==> config.mk <==
export PLATFORM = sky130hd
export DESIGN_NAME = monitor_alarmas
export DESIGN_NICKNAME = d
export VERILOG_FILES = /design/src/rtl/monitor_alarmas_pkg.sv /design/src/rtl/filtro_persistencia.sv /design/src/rtl/monitor_alarmas.sv
export SDC_FILE = /design/constraint.sdc
export NUM_CORES = 1
export LEC_CHECK = 0
export ABC_AREA = 1
export CAP_MARGIN = 20
export CORE_ASPECT_RATIO = 0.6
export CORE_MARGIN = 1
export CORE_UTILIZATION = 52
export DETAILED_ROUTE_END_ITERATION = 12
export GPL_TIMING_DRIVEN = 0
export PLACE_DENSITY_LB_ADDON = 0.12
export REMOVE_ABC_BUFFERS = 1
export SLEW_MARGIN = 20
export SYNTH_ARGS = -nofsm -noshare
export SYNTH_HDL_FRONTEND = slang
export SYNTH_HIERARCHICAL = 1
export SYNTH_SLANG_ARGS = --single-unit
==> constraint.sdc <==
create_clock -name clk -period 1.69 [get_ports clk]
set_clock_uncertainty 0.1 [all_clocks]
set_input_delay 0.2535 -clock clk [delete_from_list [all_inputs] [get_ports clk]]
set_output_delay 0.2535 -clock clk [all_outputs]
set_load 0.01 [all_outputs]
==> src/rtl/monitor_alarmas_pkg.sv <==
// Shared definitions for the alarm monitor: FSM state encoding and cause bit indices.
package monitor_alarmas_pkg;

  localparam logic [2:0] ST_INICIO   = 3'd0;
  localparam logic [2:0] ST_CHK_TEMP = 3'd1;
  localparam logic [2:0] ST_CHK_CORR = 3'd2;
  localparam logic [2:0] ST_CHK_HUMO = 3'd3;
  localparam logic [2:0] ST_ALERTA   = 3'd4;
  localparam logic [2:0] ST_PREVEN   = 3'd5;

  typedef enum logic [2:0] {
    INICIO   = ST_INICIO,
    CHK_TEMP = ST_CHK_TEMP,
    CHK_CORR = ST_CHK_CORR,
    CHK_HUMO = ST_CHK_HUMO,
    ALERTA   = ST_ALERTA,
    PREVEN   = ST_PREVEN
  } estado_t;

  localparam int CAUSA_TEMP = 0;
  localparam int CAUSA_CORR = 1;
  localparam int CAUSA_HUMO = 2;

  function automatic logic es_alarma(input estado_t st);
    return (st == ALERTA) || (st == PREVEN);
  endfunction

endpackage

==> src/rtl/filtro_persistencia.sv <==
// Persistence filter: output follows input only after DEB consecutive equal samples.
module filtro_persistencia #(
  parameter int DEB = 4
) (
  input  logic clk,
  input  logic rst,
  input  logic din,
  output logic dout
);

  logic [3:0] cnt_r;
  logic       dout_r;

  // Count consecutive samples that disagree with the filtered value
  always_ff @(posedge clk) begin
    if (rst) begin
      cnt_r  <= 4'd0;
      dout_r <= 1'b0;
    end else if (din == dout_r) begin
      cnt_r  <= 4'd0;
    end else if (cnt_r == 4'(DEB - 1)) begin
      cnt_r  <= 4'd0;
      dout_r <= din;
    end else begin
      cnt_r  <= cnt_r + 4'd1;
    end
  end

  assign dout = dout_r;

endmodule

==> src/rtl/monitor_alarmas.sv <==
// Alarm monitor: scans filtered temp/current/smoke flags and raises alert or prevention alarms.
// Define MONITOR_ALARMAS_LATCH_EN to require an operator ack before an alarm is released.
module monitor_alarmas
  import monitor_alarmas_pkg::*;
#(
  parameter int          N      = 5,
  parameter int unsigned UMBRAL = 15,
  parameter int          DEB    = 4
) (
  input  logic         clk,
  input  logic         rst,
  input  logic         interruptor,
  input  logic         temp,
  input  logic         humo,
  input  logic [N-1:0] corriente,
  input  logic         ack,
  output logic         LEDalerta,
  output logic         LEDprevencion,
  output logic         LEDnormal,
  output logic         alarma_alerta,
  output logic         alarma_prevencion,
  output logic [2:0]   causa,
  output logic [7:0]   cont_eventos
);

  localparam logic [N-1:0] UMBRAL_N = N'(UMBRAL);

  estado_t    estado_r, estado_next_s;
  logic [2:0] causa_r, causa_next_s;
  logic [7:0] cont_r;
  logic       c_raw_s, temp_f_s, corr_f_s, humo_f_s;
  logic       flag_causa_s, salir_s;

  assign c_raw_s = (corriente >= UMBRAL_N);

  filtro_persistencia #(.DEB(DEB)) u_filtro_temp (.clk(clk), .rst(rst), .din(temp),    .dout(temp_f_s));
  filtro_persistencia #(.DEB(DEB)) u_filtro_corr (.clk(clk), .rst(rst), .din(c_raw_s), .dout(corr_f_s));
  filtro_persistencia #(.DEB(DEB)) u_filtro_humo (.clk(clk), .rst(rst), .din(humo),    .dout(humo_f_s));

  // The flag that caused the active alarm, selected by the one-hot cause
  assign flag_causa_s = |(causa_r & {humo_f_s, corr_f_s, temp_f_s});

`ifdef MONITOR_ALARMAS_LATCH_EN
  logic ack_seen_r, ack_seen_next_s;

  assign salir_s = !flag_causa_s && (ack || ack_seen_r);

  // Remember an early ack for as long as the alarm state is held
  always_comb begin
    ack_seen_next_s = 1'b0;
    if (es_alarma(estado_r) && es_alarma(estado_next_s)) begin
      ack_seen_next_s = ack_seen_r | ack;
    end else begin
      ack_seen_next_s = 1'b0;
    end
  end

  // Ack memory register
  always_ff @(posedge clk) begin
    if (rst) begin
      ack_seen_r <= 1'b0;
    end else begin
      ack_seen_r <= ack_seen_next_s;
    end
  end
`else
  logic ack_unused_s;

  assign ack_unused_s = ack;
  assign salir_s      = !flag_causa_s;
`endif

  // Next-state and cause selection; the interruptor check outranks alarm entry
  always_comb begin
    estado_next_s = estado_r;
    causa_next_s  = 3'b000;
    case (estado_r)
      INICIO: begin
        if (interruptor) estado_next_s = CHK_TEMP;
        else             estado_next_s = INICIO;
      end
      CHK_TEMP: begin
        if (!interruptor) begin
          estado_next_s = INICIO;
        end else if (temp_f_s) begin
          estado_next_s = ALERTA;
          causa_next_s  = 3'(1 << CAUSA_TEMP);
        end else begin
          estado_next_s = CHK_CORR;
        end
      end
      CHK_CORR: begin
        if (!interruptor) begin
          estado_next_s = INICIO;
        end else if (corr_f_s) begin
          estado_next_s = ALERTA;
          causa_next_s  = 3'(1 << CAUSA_CORR);
        end else begin
          estado_next_s = CHK_HUMO;
        end
      end
      CHK_HUMO: begin
        if (!interruptor) begin
          estado_next_s = INICIO;
        end else if (humo_f_s) begin
          estado_next_s = PREVEN;
          causa_next_s  = 3'(1 << CAUSA_HUMO);
        end else begin
          estado_next_s = INICIO;
        end
      end
      ALERTA, PREVEN: begin
        if (salir_s) begin
          estado_next_s = INICIO;
        end else begin
          estado_next_s = estado_r;
          causa_next_s  = causa_r;
        end
      end
      default: begin
        estado_next_s = INICIO;
      end
    endcase
  end

  // State, cause, event counter and Moore outputs registered from the next state
  always_ff @(posedge clk) begin
    if (rst) begin
      estado_r          <= INICIO;
      causa_r           <= 3'b000;
      cont_r            <= 8'd0;
      LEDalerta         <= 1'b0;
      LEDprevencion     <= 1'b0;
      LEDnormal         <= 1'b0;
      alarma_alerta     <= 1'b0;
      alarma_prevencion <= 1'b0;
    end else begin
      estado_r          <= estado_next_s;
      causa_r           <= causa_next_s;
      if (es_alarma(estado_next_s) && !es_alarma(estado_r) && (cont_r != 8'hFF)) begin
        cont_r <= cont_r + 8'd1;
      end
      LEDalerta         <= (estado_next_s == ALERTA);
      alarma_alerta     <= (estado_next_s == ALERTA);
      LEDprevencion     <= (estado_next_s == PREVEN);
      alarma_prevencion <= (estado_next_s == PREVEN);
      LEDnormal         <= (estado_next_s == CHK_TEMP) || (estado_next_s == CHK_CORR) ||
                           (estado_next_s == CHK_HUMO);
    end
  end

  assign causa        = causa_r;
  assign cont_eventos = cont_r;

endmodule

* After elaboration in Yosys (flattened, before gate mapping) *
Cells that the tools add are included.

cells by class
  $add $sub $neg = 4
  order comparisons = 1
  eq/ne operators = 18
  mux-type cells = 17
  multipliers = 0
  div/mod/pow operators = 0
  shift operators = 0
  bitwise gates (word level) = 4
  reductions and logical operators = 16

operator list
  kind                 count
  $mux 3               10
  $pmux 3 s5           1
  $add 4x1->4 const B  3
  $eq 3x2->1 const B   4
  $eq 3x3->1 const B   4
  $eq 4x2->1 const B   3
  $pmux 3 s4           1
  $reduce_or 3->1      4
  $add 8x1->8 const B  1
  $ne 8x8->1 const B   1
  $eq 3x1->1 const B   2
  $reduce_and 2->1     3
  $ge 5x4->1 const B   1
  $logic_or 1x1->1     4
  $mux 2               2
  $and 3x3->3          1
  $eq 1x1->1           3
  $logic_not 3->1      1
  $mux 1               3
  $not 1->1            3
  $logic_and 1x1->1    2
  $ne 2x2->1 const B   1
  $reduce_or 2->1      1
  $logic_not 1->1      1

word-level totals
  memories kept = 0
  bits of input ports = 11
  latch bits = 0
  bits in registers = 32
  memory bits (read-only) = 0
  output and inout port bits = 16
  RAM bits = 0
  logic and storage cells = 72

* Longest topological paths before layout *
  depth after elaboration = 8
  mapped depth = 10
  depth with buffers taken out = 9

* By module *
Netlist, hierarchy kept.

modules (own cells, without submodules)
  module               times used  seq. area each (um^2)  area an instance (um^2)  cells an instance
  monitor_alarmas      1           340.3                  894.6                    125
  filtro_persistencia  3           100.1                  227.7                    30

* Worst setup path after synthesis *
OpenSTA, ideal clock, no wires.

  path type = register -> register
  start = register cont_r[0] (netlist: cont_eventos[0])
  end = register cont_r[7] (netlist: cont_eventos[7])
  cell stages (with the launch flop) = 8
  clock period less this slack = 1.486 ns
  slack = 0.204 ns
  required time = 1.519 ns
  data arrival time = 1.316 ns
  setup time = 0.071 ns
  buffers on the path = 0
  path through = dfxtp_1 -> ha_1 -> nand2_2 -> nor3_4 -> nand3_4 -> nand3_4 -> nand2_1 -> a21oi_1

on the way
  longest elaborated chain between the ends = 2
  elaborated cells between the ends (all ways) = 3
  those cells by class = add/sub: 1; eq/ne: 1; reduce/logical: 1

RTL lines
  item                                                 line                    RTL
  start, declared                                      monitor_alarmas.sv:30   logic [7:0] cont_r;
  start signal, assigned                               monitor_alarmas.sv:141  cont_r <= cont_r + 8'd1;
  branches (longest 2 deep; another with $add 8x1->8)  n/a

Parallel ways; which one is timed is not known.
A chain may end at the register's enable or synchronous reset.

* Worst setup path after layout *
  start = register cont_r[7] (netlist: cont_eventos[7])
  end = output port cont_eventos[7]

RTL lines
  item           line                   RTL
  end, declared  monitor_alarmas.sv:23  output logic [7:0] cont_eventos

No word-level cell between the ends.

==> reports/results.ini <==
[die]
die_h_um=44.7
core_area_um2=2870
start_util=0.549
boundaryPins=27
rows=15
die_w_um=73.1
die-area_um2=3270

[logic_synthesis]
synth_edf_count=0
yosys-top-cells-area=dfxtp_1 41%, nand2_1 10%, nor2_1 7.6%, inv_1 6.7%, nand4_1 4.0%
ys_seq_area_frac=0.406
synth_top_area_cell=dfxtp_1
synth_cells=215
synth_common_cells=43 x nand2_1, 32 x dfxtp_1, 32 x nor2_1
yosysTopAreaCellShare=0.406
ys_ff_latch=32
syn_area_um2=1580
yosys_warnings=6
yosys.cell_types.count=25
synthFlopType=dfxtp_1
synth_most_common_cell=nand2_1
syn_area_per_cell_um2=7.34
synthArstFlopShare=0

[min_path]
holdPathStages=1
hp-start=u_filtro_humo/cnt_r[0]
hold_path.class=flip-flop to flip-flop
min_to=u_filtro_humo/cnt_r[0]

[place]
placed_area_um2=1850
place_congestion=0.749
dpl.hpwl_mm=2.10
numPortBuffers=25

[timing]
holdWs_ns=0.366
finalHoldViolations=0
fmax_ghz=0.606
finalWorstPathRequiredPeriod_ns=1.65
setup_viol=0
tns_ns=0
post-route-period-util=0.976
relSlewSlack=0.509
final_max_slew_viol_count=0
tightest_slew_ns=0.734

[pwr]
p_leak_nw=0.790
seqPwrFrac=0.534
clock_power_share=0.403
p_int_w=0.00114
share_comb_of_total_power=0.063
p_sw_w=0.000318
p_per_area_nw_per_um2=743
vdd_ir_drop_max_uv=487
power_switching_share=0.218

[drt]
wl_per_cell_um=10.7
wl_mm=3.07
vias_per_cell=4.80
first_pass_iters=4
drt_iter0_markers=103
remaining_drc_errors=0
vias=1373
antenna_left=0

[critical_path]
cp-start-kind=flip-flop
required_ns=1.34
crit_path_top_delay_cell=clkdlybuf4s50_1
crit_fanout=5
r2r.worst_path.cells=7
cpPeakStageDelay_ns=0.58
cp_top_family=buffers and inverters
reg2reg_to=cont_eventos[2]
crit_path_end_kind=output pin
crit_buf_inv=1
rrSetupSlack_ns=0.09
arrival_ns=1.30
crit_chain=clkdlybuf4s50_1
critPathKind=flip-flop to output pin
regToRegStartpoint=cont_eventos[0]

[cells_and_area]
n_fill_cell=235
nets=258
seq_area_um2=647
diodes=0
drive_above_1_share=0.139
multi_input_area_um2=808
synthToLayoutAreaGrowth_pct=24.7
final_cell_area_um2=1970

[clock_tree]
cts.path.max_buffers=2
cts_resized=0
insertion_delay_ns=0.28
htreeDepth=2
cts_tree=done
clk_pin_slew_ns=0.06
cts_root_buffer=clkbuf_8
cts_setup_buffers=0
clock_sinks=32
cts-hold-fix-buffers=0
cts_buffers=5

[grt]
overflow=0
grt_pass1_vias=1150
grt_pass1_wl_mm=4.88
grt_use_total=0.200
grt_max_degree=18
antenna_found_initial=0

[status]
status=complete, no violations

[job]
drv_cap=0

[cells in the final DEF (no fill, tap or decap), types with 2 or more instances in the layout]
| cell type | instances |
|---|---|
| dfxtp_2 | 2 |
| nor2_2 | 3 |
| clkbuf_1 | 2 |
| inv_1 | 28 |
| nand4_1 | 10 |
| nand2_1 | 43 |
| nor2_1 | 32 |
| nand3_4 | 2 |
| a21oi_2 | 2 |
| xnor2_1 | 3 |
| clkdlybuf4s50_1 | 25 |
| nand3_1 | 11 |
| inv_2 | 4 |
| nor3_1 | 4 |
| nand2_2 | 8 |
| a21oi_1 | 11 |
| nand3b_1 | 2 |
| dfxtp_1 | 29 |
| xor2_1 | 3 |
| o21ai_0 | 2 |
| nand3_2 | 3 |
| clkbuf_8 | 6 |
| ha_1 | 3 |
[metrics by stage]
step	power, W	setup WS [ns]	utilization	instances
2_1_floorplan	0.000846	0.205	-	211
3_3_place_gp	0.000889	-0.201	0.644	278
3_5_place_dp	0.000890	-0.209	0.644	278
4_1_cts	0.00148	0.0231	0.676	286
5_1_grt	0.00153	-0.0158	0.685	286
6_report	0.00146	0.0407	0.685	286
[worst max path at each step]
stage	from	endpoint	slack, ns	cells after the start
after floorplan	cont_eventos[0]	cont_eventos[7]	0.20	7
after global placement	interruptor	cont_eventos[7]	-0.20	8
after detailed placement	interruptor	cont_eventos[2]	-0.21	8
after CTS	cont_eventos[6]	cont_eventos[6]	0.02	1
after global routing	cont_eventos[0]	cont_eventos[2]	-0.02	7
final	cont_eventos[7]	cont_eventos[7]	0.04	1
[power by group through the flow]
stage | combinational [W] | sequential (W) | clock, W
after floorplan | 0.0000497 | 0.000797 | 0
after CTS | 0.0000921 | 0.000782 | 0.000609
after detailed placement | 0.0000914 | 0.000798 | 0
after global routing | 0.000105 | 0.000782 | 0.000645
after global placement | 0.0000911 | 0.000798 | 0
final | 0.0000927 | 0.000780 | 0.000588
[kinds of logic (layout without fill, tap and decap cells)]
logic type | Yosys count | count (layout) | synth area share
compound gates | 17 | 17 | 0.0595
xor+xnor | 6 | 6 | 0.0333
fa+ha+maj | 4 | 4 | 0.0317
buf+inv | 36 | 65 | 0.0952
flops | 32 | 32 | 0.406
simple gates | 120 | 120 | 0.374
[area by class of cell]
| class | count | share of cell area |
|---|---|---|
| multi-input combinational | 147 | 0.411 |
| sequential | 32 | 0.329 |
| timing repair buffer | 25 | 0.127 |
| inverter | 32 | 0.0610 |
| clock buffer | 8 | 0.0458 |
| tap | 42 | 0.0267 |
[registers in the layout, summed over array words and instances (netlist names)]
signal,flops
u_filtro_corr/cnt_r,4
alarma_prevencion,1
u_filtro_temp/cnt_r,4
alarma_alerta,1
u_filtro_humo/cnt_r,4
u_filtro_humo/dout,1
cont_eventos,8
u_filtro_temp/dout,1
causa,3
u_filtro_corr/dout,1
estado_r,3
LEDnormal,1
[metal layers]
metal | track usage | wire length [µm] | share of wire
met5 | 0 | 0 | 0
met4 | 0.0549 | 23 | 0.0075
met3 | 0.0888 | 200 | 0.065
met2 | 0.267 | 1210 | 0.40
met1 | 0.287 | 1630 | 0.53
Power figures use the tool's default switching activity.
